==> config.mk <==
export PLATFORM = sky130hd
export DESIGN_NAME = pc_sequencer_flat
export DESIGN_NICKNAME = d
export VERILOG_FILES = /design/src/rtl/pc_sequencer_if.sv /design/src/rtl/pc_sequencer.sv /design/src/flat_wrapper.sv
export SDC_FILE = /design/constraint.sdc
export NUM_CORES = 1
export LEC_CHECK = 0
export ABC_CLOCK_PERIOD_IN_PS = 2700
export BUFFER_PORTS_ARGS = -buffer_cell sky130_fd_sc_hd__clkbuf_2
export CORE_ASPECT_RATIO = 0.6
export CORE_MARGIN = 8
export CORE_UTILIZATION = 50
export DETAILED_ROUTE_END_ITERATION = 8
export PLACE_DENSITY = 0.71
export SYNTH_ARGS = -nofsm -noshare
export SYNTH_HDL_FRONTEND = slang
export SYNTH_SLANG_ARGS = --single-unit
==> constraint.sdc <==
create_clock -name clk -period 2.7 [get_ports clk]
set_input_delay 0 -clock clk [delete_from_list [all_inputs] [get_ports clk]]
set_output_delay 0 -clock clk [all_outputs]
set_load 0.02 [all_outputs]
==> src/rtl/pc_sequencer_if.sv <==
// Instruction- and data-memory request/response handshake bundle for the RV32I control sequencer.
// The sequencer is the master: it raises the request valids and consumes the readies and response valids.
interface pc_sequencer_if;
  logic imem_req_valid;
  logic imem_req_ready;
  logic imem_rsp_valid;
  logic dmem_req_valid;
  logic dmem_req_ready;
  logic dmem_rsp_valid;

  // A request valid rises in FETCH/MEM and stays high until the cycle ready is seen.
  // A response valid is a single-cycle strobe that completes the transaction.
  modport master (
    output imem_req_valid,
    input  imem_req_ready,
    input  imem_rsp_valid,
    output dmem_req_valid,
    input  dmem_req_ready,
    input  dmem_rsp_valid
  );

  modport slave (
    input  imem_req_valid,
    output imem_req_ready,
    output imem_rsp_valid,
    input  dmem_req_valid,
    output dmem_req_ready,
    output dmem_rsp_valid
  );
endinterface

==> src/rtl/pc_sequencer.sv <==
// Multi-cycle control FSM for the RV32I core: fetch/decode/execute/memory/writeback sequencing,
// sole owner of the PC enable, with bus-timeout and misaligned-target faults and a retire counter.
module pc_sequencer #(
    parameter int MEM_TIMEOUT = 255,
    parameter int CNT_W       = 32
) (
    input  logic               clk,
    input  logic               reset,
    input  logic               run,
    pc_sequencer_if.master     bus,
    output logic               ir_load,
    input  logic               is_load,
    input  logic               is_store,
    input  logic               writes_rd,
    input  logic               halt_req,
    input  logic               pc_redirect,
    input  logic [1:0]         next_pc_lsb,
    output logic               rf_we,
    output logic               pc_en,
    output logic               halted,
    output logic               fault,
    output logic [1:0]         fault_cause,
    output logic [CNT_W-1:0]   instret,
    output logic [3:0]         state_dbg
);

    typedef enum logic [3:0] {
        S_IDLE   = 4'd0,
        S_FETCH  = 4'd1,
        S_FWAIT  = 4'd2,
        S_DECODE = 4'd3,
        S_EXEC   = 4'd4,
        S_MEM    = 4'd5,
        S_MWAIT  = 4'd6,
        S_WB     = 4'd7,
        S_HALT   = 4'd8,
        S_FAULT  = 4'd9
    } state_t;

    localparam logic [15:0] TIMEOUT_LIM = 16'(MEM_TIMEOUT);

    localparam logic [1:0] CAUSE_IMEM  = 2'b01;
    localparam logic [1:0] CAUSE_DMEM  = 2'b10;
    localparam logic [1:0] CAUSE_ALIGN = 2'b11;

    state_t      state;
    state_t      state_nxt;
    logic [15:0] wait_cnt;
    logic        wait_expired;
    logic        misaligned;

    assign wait_expired = (wait_cnt == TIMEOUT_LIM);
    assign misaligned   = pc_redirect && (next_pc_lsb != 2'b00);
    assign state_dbg    = state;

    // State register
    always_ff @(posedge clk or posedge reset) begin
        if (reset) state <= S_IDLE;
        else       state <= state_nxt;
    end

    // Next-state logic; a response in the expiry cycle takes priority over the timeout.
    always_comb begin
        state_nxt = state;
        unique case (state)
            S_IDLE:   if (run) state_nxt = S_FETCH;
            S_FETCH:  if (bus.imem_req_ready) state_nxt = S_FWAIT;
            S_FWAIT: begin
                if (bus.imem_rsp_valid) state_nxt = S_DECODE;
                else if (wait_expired)  state_nxt = S_FAULT;
            end
            S_DECODE: state_nxt = halt_req ? S_HALT : S_EXEC;
            S_EXEC: begin
                if (misaligned)              state_nxt = S_FAULT;
                else if (is_load || is_store) state_nxt = S_MEM;
                else                          state_nxt = S_WB;
            end
            S_MEM:    if (bus.dmem_req_ready) state_nxt = is_load ? S_MWAIT : S_WB;
            S_MWAIT: begin
                if (bus.dmem_rsp_valid) state_nxt = S_WB;
                else if (wait_expired)  state_nxt = S_FAULT;
            end
            S_WB:     state_nxt = run ? S_FETCH : S_IDLE;
            S_HALT:   state_nxt = S_HALT;
            S_FAULT:  state_nxt = S_FAULT;
            default:  state_nxt = S_IDLE;
        endcase
    end

    // Output logic, decoded from the registered state plus same-cycle inputs.
    always_comb begin
        bus.imem_req_valid = 1'b0;
        bus.dmem_req_valid = 1'b0;
        ir_load            = 1'b0;
        rf_we              = 1'b0;
        pc_en              = 1'b0;
        halted             = 1'b0;
        fault              = 1'b0;
        unique case (state)
            S_FETCH: bus.imem_req_valid = 1'b1;
            S_FWAIT: ir_load            = bus.imem_rsp_valid;
            S_MEM:   bus.dmem_req_valid = 1'b1;
            S_WB: begin
                pc_en = 1'b1;
                rf_we = writes_rd & ~is_store;
            end
            S_HALT:  halted = 1'b1;
            S_FAULT: fault  = 1'b1;
            default: ;
        endcase
    end

    // Response-wait timer: zero outside the wait states, so it starts from 0 on every entry.
    always_ff @(posedge clk or posedge reset) begin
        if (reset)
            wait_cnt <= '0;
        else if (state == S_FWAIT || state == S_MWAIT)
            wait_cnt <= wait_cnt + 16'd1;
        else
            wait_cnt <= '0;
    end

    always_ff @(posedge clk or posedge reset) begin
        if (reset) begin
            fault_cause <= 2'b00;
        end else if (state_nxt == S_FAULT && state != S_FAULT) begin
            unique case (state)
                S_FWAIT: fault_cause <= CAUSE_IMEM;
                S_MWAIT: fault_cause <= CAUSE_DMEM;
                default: fault_cause <= CAUSE_ALIGN;
            endcase
        end
    end

    // Retire counter; wraps naturally at 2^CNT_W.
    always_ff @(posedge clk or posedge reset) begin
        if (reset)         instret <= '0;
        else if (pc_en)    instret <= instret + 1'b1;
    end

    a_fetch_hold: assert property (@(posedge clk) disable iff (reset)
        bus.imem_req_valid && !bus.imem_req_ready |=> bus.imem_req_valid);
    a_mem_hold: assert property (@(posedge clk) disable iff (reset)
        bus.dmem_req_valid && !bus.dmem_req_ready |=> bus.dmem_req_valid);
    a_pc_en_pulse: assert property (@(posedge clk) disable iff (reset)
        pc_en |=> !pc_en);
    a_rf_we_in_wb: assert property (@(posedge clk) disable iff (reset)
        rf_we |-> pc_en);

endmodule

==> src/flat_wrapper.sv <==
// flat-port wrapper written by rule: the top's interface ports become plain ports
module pc_sequencer_flat 
#(
    parameter int MEM_TIMEOUT = 255,
    parameter int CNT_W       = 32
)
  (clk, reset, run, ir_load, is_load, is_store, writes_rd, halt_req, pc_redirect, next_pc_lsb, rf_we, pc_en, halted, fault, fault_cause, instret, state_dbg, bus_imem_req_valid, bus_imem_req_ready, bus_imem_rsp_valid, bus_dmem_req_valid, bus_dmem_req_ready, bus_dmem_rsp_valid);
  pc_sequencer_if bus_i ();
  input  logic clk;
  input  logic reset;
  input  logic run;
  output logic ir_load;
  input  logic is_load;
  input  logic is_store;
  input  logic writes_rd;
  input  logic halt_req;
  input  logic pc_redirect;
  input  logic [1:0] next_pc_lsb;
  output logic rf_we;
  output logic pc_en;
  output logic halted;
  output logic fault;
  output logic [1:0] fault_cause;
  output logic [CNT_W-1:0] instret;
  output logic [3:0] state_dbg;
  output wire logic [$bits(bus_i.imem_req_valid)-1:0] bus_imem_req_valid;
  input wire logic [$bits(bus_i.imem_req_ready)-1:0] bus_imem_req_ready;
  input wire logic [$bits(bus_i.imem_rsp_valid)-1:0] bus_imem_rsp_valid;
  output wire logic [$bits(bus_i.dmem_req_valid)-1:0] bus_dmem_req_valid;
  input wire logic [$bits(bus_i.dmem_req_ready)-1:0] bus_dmem_req_ready;
  input wire logic [$bits(bus_i.dmem_rsp_valid)-1:0] bus_dmem_rsp_valid;
  assign bus_imem_req_valid = bus_i.imem_req_valid;
  assign bus_i.imem_req_ready = bus_imem_req_ready;
  assign bus_i.imem_rsp_valid = bus_imem_rsp_valid;
  assign bus_dmem_req_valid = bus_i.dmem_req_valid;
  assign bus_i.dmem_req_ready = bus_dmem_req_ready;
  assign bus_i.dmem_rsp_valid = bus_dmem_rsp_valid;
  pc_sequencer #(.MEM_TIMEOUT(MEM_TIMEOUT), .CNT_W(CNT_W)) u_core (.clk(clk), .reset(reset), .run(run), .bus(bus_i), .ir_load(ir_load), .is_load(is_load), .is_store(is_store), .writes_rd(writes_rd), .halt_req(halt_req), .pc_redirect(pc_redirect), .next_pc_lsb(next_pc_lsb), .rf_we(rf_we), .pc_en(pc_en), .halted(halted), .fault(fault), .fault_cause(fault_cause), .instret(instret), .state_dbg(state_dbg));
endmodule
==> flow_summary_export.csv, run 1 <==
group,metric,value,unit
job,drv_cap,0,
synth,synth-async-reset-ratio,1.00,
global_routing,grt_pass1_wl,10.1,mm
placement,port_buffers,58,
synth,synth_most_common_cell,"dfrtp_1",
cells_and_area,utilization,0.587,
synth,synth.distinct_cells,49,
worst_setup_path,crit_path_max_incr_delay,0.57,ns
timing,finalCritPeriodShare,0.849,
clock_network,root_buffer,"clkbuf_8",
clock_network,htreeDepth,2,
synth,yosysWarnings,0,
worst_setup_path,crit_buf_inv,0,
die,num_io_pins,59,
clock_network,cts_tree,"done",
die,die_y,73.4,um
synth,synth_edf_count,0,
routing,vias,2106,
clock_network,post_cts_buffers,0,
die,placementRows,21,
global_routing,grt_usage,0.149,
clock_network,cts_max_path_buffers,2,
routing,first_pass_iters,4,
worst_setup_path,critical_path.top_delay_family,"simple AND/OR/NAND/NOR gates",
global_routing,globalRouteOverflowTotal,0,
routing,routed_wl,5.68,mm
die,fp.dieW,112,um
cells_and_area,antenna-diode-count,0,
timing,slew_viol_final,0,
timing,hold_viol,0,
worst_setup_path,setup.worst_path.class,"register to register",
pwr,peakVddDrop,0.400,mV
routing,routedWlPerCell,14.2,um
timing,clock_skew,0.00885,ns
die,initial_core_util,0.504,
global_routing,grt_pass1_vias,2137,
die,die_area,8190,um^2
timing,fin_crit,2.29,ns
synth,synth.top_cell.area_share,0.492,
worst_setup_path,r2r_cells,5,
clock_network,cts_resized,0,
die,fp.coreArea,5440,um^2
worst_setup_path,cp_max_fo,6,
synth,syn_avg_cell_area,10.2,um^2
synth,yosysTopAreaCell,"dfrtp_1",
synth,syn_nets,285,
worst_setup_path,path_cells,"or4_4 -> nor4_4 -> nand3_2 -> a211oi_2 -> mux2_1",
synth,synth_common_cells,"dfrtp_1 (54), nor2_1 (27), nand2_1 (21), xnor2_1 (21), xor2_1 (20)",
clock_network,clk_latency,0.31,ns
worst_setup_path,path_depth,5,
worst_setup_path,start_kind,"register",
placement,place_hpwl,4.29,mm
clock_network,numCtsBuffers,5,
worst_setup_path,rrSetupSlack,0.41,ns
synth,synth_area,2740,um^2
clock_network,clkSinkCount,54,
worst_setup_path,cp_slowest_cell,"or4_4",
routing,drc,0,
worst_setup_path,crit_arrival,2.49,ns
placement,place_congestion,0.805,
cells_and_area,drive_gt1_frac,0.241,
hold_path,hp-class,"primary input to register",
worst_setup_path,rr_endpoint,"u_core.fault_cause[0]$_DFFE_PP0P_",
synth,synth_seq_area_share,0.492,
timing,tightest_slew,0.707,ns
timing,setup_viol,0,
timing,max_clock_freq,436,MHz
worst_setup_path,crit_start,"u_core.wait_cnt[8]$_DFF_PP0_",
global_routing,grt_start_max_net_pins,30,
worst_setup_path,cp.required,2.89,ns
routing,drt_iter0_markers,97,
status,status,"completed",
global_routing,antenna_found_initial,0,
routing,drt-vias-per-instance,5.25,
cells_and_area,nets,347,
timing,setup_tns,0,ns
synth,synth_area_leaders,"dfrtp_1 (49%), xnor2_1 (6.7%), xor2_1 (6.4%), nor2_1 (3.7%), nand3_1 (3.1%)",
synth,synth-seq-cells,54,
synth,synthFlopType,"dfrtp_1",
timing,slew_headroom,0.529,
timing,rsz0062_at_grt,"false",
synth,syn_inst,269,
worst_setup_path,crit_path_end_kind,"register",
pwr,p_per_area,615,nW/um^2
worst_setup_path,endpoint,"u_core.fault_cause[0]$_DFFE_PP0P_",
cells_and_area,areaGrowthSynthToFinish,16.3,%
clock_network,cts.reportedPaths.clkPinSlew,0.09,ns
pwr,leakagePower,1.52,nW
routing,ant_nets,0,
worst_setup_path,r2r-start,"u_core.wait_cnt[8]$_DFF_PP0_",
per-layer routing:
layer | part of all wire | vias up | GRT usage
met3 | 0.060 | 8 | 0.0451
met4 | 0.0093 | 0 | 0.0361
li1 | - | 1060 | -
met2 | 0.40 | 56 | 0.216
met5 | 0 | - | 0
met1 | 0.53 | 982 | 0.210
what timing repair did:
item,in CTS,in global routing
hold endpoints to repair,27,0
hold buffers,1,0
setup endpoints to repair,0,0
worst reg2reg max path: cells and delay by family (launching register included):
family             cells  cell delay (ns)
muxes                  1             0.34
and+or+nand+nor        3             1.07
DFF                    1             0.46
AOI/OAI and AO/OA      1             0.30
per-stage QoR:
stage | total power [mW] | instance area, um^2 | hold WS (ns) | worst slack [ns] | cells
2_1_floorplan | 1.38 | 2740 | 0.181 | 0.538 | 269
3_3_place_gp | 1.49 | 3080 | 0.0956 | 0.493 | 392
3_5_place_dp | 1.50 | 3080 | 0.0973 | 0.437 | 392
4_1_cts | 1.97 | 3190 | 0.0303 | 0.417 | 401
5_1_grt | 2.09 | 3190 | 0.0677 | 0.272 | 401
6_report | 1.96 | 3190 | 0.0388 | 0.407 | 401
cells in the final DEF (no fill, tap or decap), types with 4 or more instances in the layout:
master | netlist | layout
clkbuf_2 | 0 | 58
dfrtp_1 | 54 | 54
nor2_1 | 27 | 27
xnor2_1 | 21 | 21
nand2_1 | 21 | 21
xor2_1 | 20 | 20
nand3_1 | 17 | 17
nor3_1 | 12 | 12
inv_1 | 11 | 10
nand4_1 | 9 | 9
and3_1 | 6 | 6
a21oi_1 | 6 | 6
clkbuf_8 | 3 | 6
and4_1 | 4 | 4
nor3b_1 | 4 | 4
o21ai_0 | 4 | 4
or3_1 | 4 | 4
buf_4 | 0 | 4
layout make-up:
cell class / count / area (um^2)
timing repair buffer: 63 / 330
multi-input combinational: 196 / 1280
inverter: 11 / 41.3
clock buffer: 6 / 82.6
fill: 465 / 2250
sequential: 54 / 1350
clock inverter: 2 / 16.3
tap: 69 / 86.3
where the power goes:
part | total (mW) | internal (mW) | switching, mW
registers | 0.993 | 0.858 | 0.135
logic | 0.490 | 0.205 | 0.286
clock network | 0.478 | 0.211 | 0.266
logic make-up (layout without fill, tap and decap cells):
group | Yosys count | in the layout | share of synthesized area
and+or+nand+nor | 126 | 126 | 0.251
DFF | 54 | 54 | 0.492
xor gates and xnor gates | 41 | 41 | 0.131
AOI/OAI and AO/OA | 22 | 22 | 0.0575
buffers and inverters | 19 | 82 | 0.0401
muxes | 5 | 5 | 0.0192
adders and majority gates | 2 | 2 | 0.00912
state kept, by name, summed over array words and instances, names as in the netlist:
name and cells:
u_core.fault_cause 2, u_core.instret 32, u_core.state_dbg 4, u_core.wait_cnt 16
worst min-delay path by stage:
stage,cells after the start,slack [ns],start,to
finish,3,0.04,is_load,u_core.state_dbg[1]$_DFF_PP0_
global route,3,0.07,is_load,u_core.state_dbg[1]$_DFF_PP0_
floorplan,1,0.18,bus_imem_rsp_valid,ir_load
CTS,3,0.03,is_load,u_core.state_dbg[1]$_DFF_PP0_
global placement,2,0.1,reset,u_core.instret[30]$_DFFE_PP0P_
detailed placement,2,0.1,reset,u_core.instret[30]$_DFFE_PP0P_
Note: power is estimated with default switching activity, not from simulation.
==> inputs of run 2 (changes only) <==
--- a/config.mk
+++ b/config.mk
@@ -5,13 +5,13 @@
 export SDC_FILE = /design/constraint.sdc
 export NUM_CORES = 1
 export LEC_CHECK = 0
-export ABC_CLOCK_PERIOD_IN_PS = 2700
+export ABC_CLOCK_PERIOD_IN_PS = 1950
 export BUFFER_PORTS_ARGS = -buffer_cell sky130_fd_sc_hd__clkbuf_2
 export CORE_ASPECT_RATIO = 0.6
 export CORE_MARGIN = 8
-export CORE_UTILIZATION = 50
+export CORE_UTILIZATION = 49
 export DETAILED_ROUTE_END_ITERATION = 8
-export PLACE_DENSITY = 0.71
+export PLACE_DENSITY = 0.73
 export SYNTH_ARGS = -nofsm -noshare
 export SYNTH_HDL_FRONTEND = slang
 export SYNTH_SLANG_ARGS = --single-unit
==> constraint.sdc (replaced) <==
create_clock -name clk -period 1.95 [get_ports clk]
set_input_delay 0 -clock clk [delete_from_list [all_inputs] [get_ports clk]]
set_output_delay 0 -clock clk [all_outputs]
set_load 0.02 [all_outputs]
==> run 2 against run 1 <==
Net effect: count of clock-buffer cells in the layout is 1 lower; clock skew hardly changed; die area is 1.7% higher; final area is 8.2% higher; register-to-register slack worse by 0.48 ns; core utilization is 4.2 points higher; first-iteration DRC count is 6.2% higher; worst hold slack better by 0.017 ns; clock power is 32% higher; via count is 7.8% higher; sequential power is 33% higher; routed wire length is 12% higher; the flow now finishes with violations (negative setup slack).
==> flow_summary_export.csv, run 2 (same netlist as run 1, synthesis figures left out) <==
group,metric,value,unit
pwr,pwr-share-comb,0.335,
status,violations,"negative setup slack",
placement,place_hpwl,4.79,mm
pwr,p_per_area,848,nW/um^2
cells_and_area,drive_gt1_frac,0.326,
timing,tightest_slew,0.682,ns
routing,drc,0,
global_routing,grt_pass1_vias,2164,
clock_network,clk_latency,0.31,ns
die,num_io_pins,59,
cells_and_area,design_area,3450,um^2
timing,hold_viol,0,
cells_and_area,fin_cells,434,
worst_setup_path,rrSetupSlack,-0.07,ns
global_routing,grt_usage,0.158,
pwr,swShare,0.352,
timing,setup_viol,1,
hold_path,hold_start,"is_load",
worst_setup_path,cp.required,2.15,ns
routing,routed_wl,6.38,mm
pwr,leakagePower,1.69,nW
cells_and_area,nets,380,
worst_setup_path,crit_arrival,2.22,ns
worst_setup_path,cp_max_fo,2,
cells_and_area,largest_register_ffs,32,
pwr,p_sw,1.03,mW
routing,drt-vias-per-instance,5.23,
clock_network,htreeDepth,2,
status,status,"complete, but fails checks",
timing,clock_skew,0.00924,ns
cells_and_area,mostFrequentLayoutCell,"clkbuf_2",
timing,finalCritPeriodShare,1.04,
placement,place_congestion,0.806,
routing,first_pass_iters,4,
worst_setup_path,r2r-start,"u_core.wait_cnt[9]$_DFF_PP0_",
global_routing,grt_pass1_wl,10.7,mm
worst_setup_path,rr_endpoint,"u_core.fault_cause[0]$_DFFE_PP0P_",
routing,drt_iter0_markers,103,
timing,fin_crit,2.02,ns
clock_network,cts_tree,"done",
worst_setup_path,crit_path_end_kind,"register",
pwr,clkPwrFrac,0.216,
job,drv_cap,0,
timing,setup_tns,-0.0705,ns
clock_network,numCtsBuffers,5,
cells_and_area,areaGrowthSynthToFinish,25.8,%
cells_and_area,mostFrequentLayoutCells,"clkbuf_2 (58), dfrtp_1 (52), buf_4 (37), nor2_1 (27)",
routing,ant_nets,0,
die,fp.coreArea,5490,um^2
cells_and_area,antenna-diode-count,0,
pwr,p_int,1.90,mW
placement,port_buffers,58,
clock_network,clkSinkCount,54,
timing,whs,0.0557,ns
global_routing,grt_start_max_net_pins,55,
placement,pre_cts_ws,-0.0716,ns
placement,placedInstanceArea,3300,um^2
timing,rsz0062_at_grt,"true",
worst_setup_path,setup.worst_path.class,"register to register",
cells_and_area,fillCellCount,460,
cells_and_area,utilization,0.629,
placement,place_inst,420,
worst_setup_path,crit_start,"u_core.wait_cnt[9]$_DFF_PP0_",
worst_setup_path,endpoint,"u_core.fault_cause[0]$_DFFE_PP0P_",
die,placementRows,21,
die,die_y,74.0,um
routing,vias,2271,
clock_network,cts.reportedPaths.clkPinSlew,0.10,ns
worst_setup_path,start_kind,"register",
pwr,peakVddDrop,0.389,mV
die,die_area,8330,um^2
pwr,total_power,2.93,mW
global_routing,globalRouteOverflowTotal,0,
die,initial_core_util,0.500,
worst_setup_path,r2r_cells,5,
routing,routedWlPerCell,14.7,um
timing,slew_viol_final,0,
timing,max_clock_freq,495,MHz
clock_network,root_buffer,"clkbuf_8",
timing,postLayoutSetupSlackWorst,-0.0705,ns
hold_path,hp-class,"primary input to register",
cells_and_area,registers.top_by_ff_count,"u_core.instret",
timing,slew_headroom,0.546,
pwr,p_seq_frac,0.449,
global_routing,antenna_found_initial,0,
die,fp.dieW,113,um
clock_network,cts_max_path_buffers,2,
[run 2: area by class of cell]
cell class,count,area (um^2),share of cell area
Clock buffer,5,68.8,0.0199
Sequential cell,54,1350,0.392
Inverter,11,41.3,0.0120
Timing Repair Buffer,96,578,0.167
Tap cell,69,86.3,0.0250
Clock inverter,3,21.3,0.00616
Multi-Input combinational cell,196,1300,0.377
[run 2: what timing repair did]
action	in CTS	in global routing
endpoints found under the setup margin	2	9
endpoints found under the hold margin	54	0
buffers inserted	1	4
pin swaps	0	1
hold buffers	1	0
resized for setup	0	4
[run 2: layer usage]
metal,routed length [um],vias up,track usage
li1,-,1131,-
met1,3250,1090,0.225
met2,2720,48,0.234
met3,394,2,0.0438
met4,13,0,0.0356
met5,0,-,0
[run 2: worst min-delay path by stage]
stage | cells past startpoint | end | slack (ns)
6_report | 3 | u_core.state_dbg[1]$_DFF_PP0_ | 0.06
5_1_grt | 3 | u_core.state_dbg[1]$_DFF_PP0_ | 0.06
4_1_cts | 3 | u_core.state_dbg[1]$_DFF_PP0_ | 0.04
3_5_place_dp | 3 | u_core.wait_cnt[5]$_DFF_PP0_ | 0.21
3_3_place_gp | 3 | u_core.wait_cnt[5]$_DFF_PP0_ | 0.21
2_1_floorplan | 1 | ir_load | 0.18
[run 2: worst max-delay path, cell delays in order, from the launching register on]
cell      delay [ns]
dfrtp_1         0.39
or4_4           0.54
nor4_4          0.27
nand3_2         0.13
a211oi_2        0.24
mux2_1          0.34
[run 2: power groups by stage]
stage,Clock [mW],Sequential (mW),Combinational (mW)
floorplan,0,1.35,0.567
CTS,0.639,1.31,0.974
detailed placement,0,1.33,0.968
finish,0.632,1.32,0.981
global placement,0,1.33,0.967
global route,0.696,1.33,1.06
==> inputs of run 3 (changes only) <==
==> constraint.sdc (replaced) <==
create_clock -name clk -period 1.95 [get_ports clk]
set_input_delay 0.39 -clock clk [delete_from_list [all_inputs] [get_ports clk]]
set_output_delay 0.39 -clock clk [all_outputs]
set_load 0.02 [all_outputs]
==> run 3 against run 2 <==
Net effect: setup slack got worse by 0.025 ns; largest cell class unchanged; largest power group unchanged; critical path depth is the same; non-clock buffer count is 2 lower; sequential share of layout area is essentially flat; sequential power hardly changed; count of clock-buffer cells in the layout is 1 higher; final area increased by 0.15%; the flow still finishes with violations (negative setup slack); highest routed layer unchanged.
==> flow_summary_export.csv, run 3 (same netlist as run 1, synthesis figures left out) <==
group,metric,value,unit
pwr,leakagePower,1.68,nW
pwr,p_per_area,849,nW/um^2
status,violations,"negative setup slack",
pwr,clkPwrFrac,0.211,
cells_and_area,largest_register_ffs,32,
die,placementRows,21,
worst_setup_path,crit_arrival,2.24,ns
die,initial_core_util,0.500,
pwr,total_power,2.93,mW
timing,max_clock_freq,489,MHz
cells_and_area,registers.top_by_ff_count,"u_core.instret",
placement,place_congestion,0.777,
routing,drt_iter0_markers,99,
timing,clock_skew,0.00804,ns
die,fp.coreArea,5490,um^2
global_routing,grt_start_max_net_pins,55,
cells_and_area,nets,378,
worst_setup_path,crit_start,"u_core.wait_cnt[12]$_DFF_PP0_",
placement,place_inst,416,
cells_and_area,mostFrequentLayoutCells,"clkbuf_2 (56), dfrtp_1 (50), buf_4 (35), nor2_1 (27)",
clock_network,root_buffer,"clkbuf_8",
routing,routed_wl,6.42,mm
routing,ant_nets,0,
timing,fin_crit,2.05,ns
hold_path,hp-class,"primary input to asynchronous set/reset pin",
cells_and_area,drive_gt1_frac,0.331,
global_routing,grt_pass1_vias,2215,
worst_setup_path,r2r_cells,5,
cells_and_area,antenna-diode-count,0,
routing,drt-vias-per-instance,5.28,
worst_setup_path,setup.worst_path.class,"register to register",
routing,highest_layer,"met4",
timing,slew_headroom,0.719,
timing,setup_viol,2,
timing,hold_viol,0,
placement,port_buffers,58,
clock_network,clkSinkCount,54,
routing,met2_length,2.74,mm
pwr,swShare,0.348,
routing,met3_length,337,um
die,die_y,74.0,um
cells_and_area,multi_input_area,1310,um^2
timing,slew_viol_final,0,
timing,setup_tns,-0.117,ns
global_routing,antenna_found_initial,0,
routing,routedWlPerCell,14.9,um
global_routing,grt_usage,0.157,
pwr,p_sw,1.02,mW
job,drv_cap,0,
clock_network,cts.reportedPaths.clkPinSlew,0.10,ns
status,status,"complete, but fails checks",
cells_and_area,fillCellCount,484,
clock_network,cts_max_path_buffers,2,
die,fp.dieW,113,um
cells_and_area,mostFrequentLayoutCell,"clkbuf_2",
die,num_io_pins,59,
routing,drt-met1-wl,3.30,mm
cells_and_area,fin_cells,432,
worst_setup_path,rr_endpoint,"u_core.fault_cause[0]$_DFFE_PP0P_",
timing,whs,0.0985,ns
pwr,p_seq_frac,0.450,
clock_network,cts_tree,"done",
pwr,peakVddDrop,0.331,mV
routing,vias,2281,
timing,postLayoutSetupSlackWorst,-0.0951,ns
clock_network,clk_latency,0.31,ns
worst_setup_path,rrSetupSlack,-0.1,ns
timing,rsz0062_at_grt,"true",
worst_setup_path,r2r-start,"u_core.wait_cnt[12]$_DFF_PP0_",
cells_and_area,areaGrowthSynthToFinish,26.0,%
routing,drc,0,
global_routing,globalRouteOverflowTotal,0,
worst_setup_path,crit_path_end_kind,"register",
timing,finalCritPeriodShare,1.05,
pwr,p_int,1.91,mW
clock_network,numCtsBuffers,5,
clock_network,htreeDepth,2,
placement,pre_cts_ws,-0.0965,ns
worst_setup_path,cp.required,2.14,ns
placement,place_hpwl,4.79,mm
worst_setup_path,start_kind,"register",
pwr,pwr-share-comb,0.339,
timing,tightest_slew,0.417,ns
die,die_area,8330,um^2
global_routing,grt_pass1_wl,10.8,mm
routing,first_pass_iters,5,
worst_setup_path,cp_max_fo,2,
cells_and_area,regArea,1360,um^2
worst_setup_path,endpoint,"u_core.fault_cause[0]$_DFFE_PP0P_",
run 3: cell count changes in the layout (fill, tap and decap cells not counted), moves of 2 or more:
cell,before,now
clkbuf_2,58,56
buf_2,0,2
dfrtp_1,52,50
dfrtp_2,2,4
buf_4,37,35
run 3: worst max-delay path, cell delays in order (launching register included):
cell and delay, ns:
dfrtp_1 0.39, or4_4 0.55, nor4_4 0.26, nand3_2 0.13, a211oi_2 0.25, mux2_1 0.35
run 3: metrics by stage:
stage | area, um^2 | utilization
after floorplan | 2760 | -
after global placement | 3290 | 0.599
after detailed placement | 3290 | 0.599
after CTS | 3390 | 0.618
after global routing | 3460 | 0.630
final | 3460 | 0.630
run 3: timing repair:
action                                  4_1_cts  5_1_grt
endpoints found under the setup margin        6       12
resized for setup                             3        6
hold buffers                                  0        0
pin swaps                                     1        4
buffers inserted                              2        8
run 3: power by group through the flow:
| stage | Sequential, mW | Combinational [mW] | Clock (mW) |
|---|---|---|---|
| 2_1_floorplan | 1.35 | 0.571 | 0 |
| 3_3_place_gp | 1.35 | 0.874 | 0 |
| 3_5_place_dp | 1.35 | 0.885 | 0 |
| 4_1_cts | 1.34 | 0.889 | 0.635 |
| 5_1_grt | 1.33 | 1.09 | 0.677 |
| 6_report | 1.32 | 0.994 | 0.620 |
run 3: layout make-up:
| type | count | area share |
|---|---|---|
| well taps | 69 | 0.0250 |
| flip-flops and latches | 54 | 0.392 |
| repair buffers | 94 | 0.166 |
| multi-input cells | 196 | 0.380 |
| clock inverters | 2 | 0.00398 |
| inverters | 11 | 0.0119 |
| clock buffers | 6 | 0.0210 |
run 3: how the worst min path moves through the flow:
| stage | startpoint | endpoint | slack (ns) | depth (start not counted) |
|---|---|---|---|---|
| final | reset | u_core.instret[7]$_DFFE_PP0P_ | 0.1 | 3 |
| after global routing | reset | u_core.instret[7]$_DFFE_PP0P_ | 0.13 | 3 |
| after CTS | reset | u_core.instret[7]$_DFFE_PP0P_ | 0.11 | 3 |
| after detailed placement | reset | u_core.instret[7]$_DFFE_PP0P_ | 0.45 | 3 |
| after global placement | reset | u_core.instret[7]$_DFFE_PP0P_ | 0.45 | 3 |
| after floorplan | u_core.wait_cnt[0]$_DFF_PP0_ | u_core.wait_cnt[0]$_DFF_PP0_ | 0.43 | 1 |
run 3: routing by layer:
| layer | GRT usage | vias to the layer above |
|---|---|---|
| li1 | - | 1123 |
| met1 | 0.225 | 1099 |
| met2 | 0.234 | 53 |
| met3 | 0.0429 | 6 |
| met4 | 0.0326 | 0 |
| met5 | 0 | - |
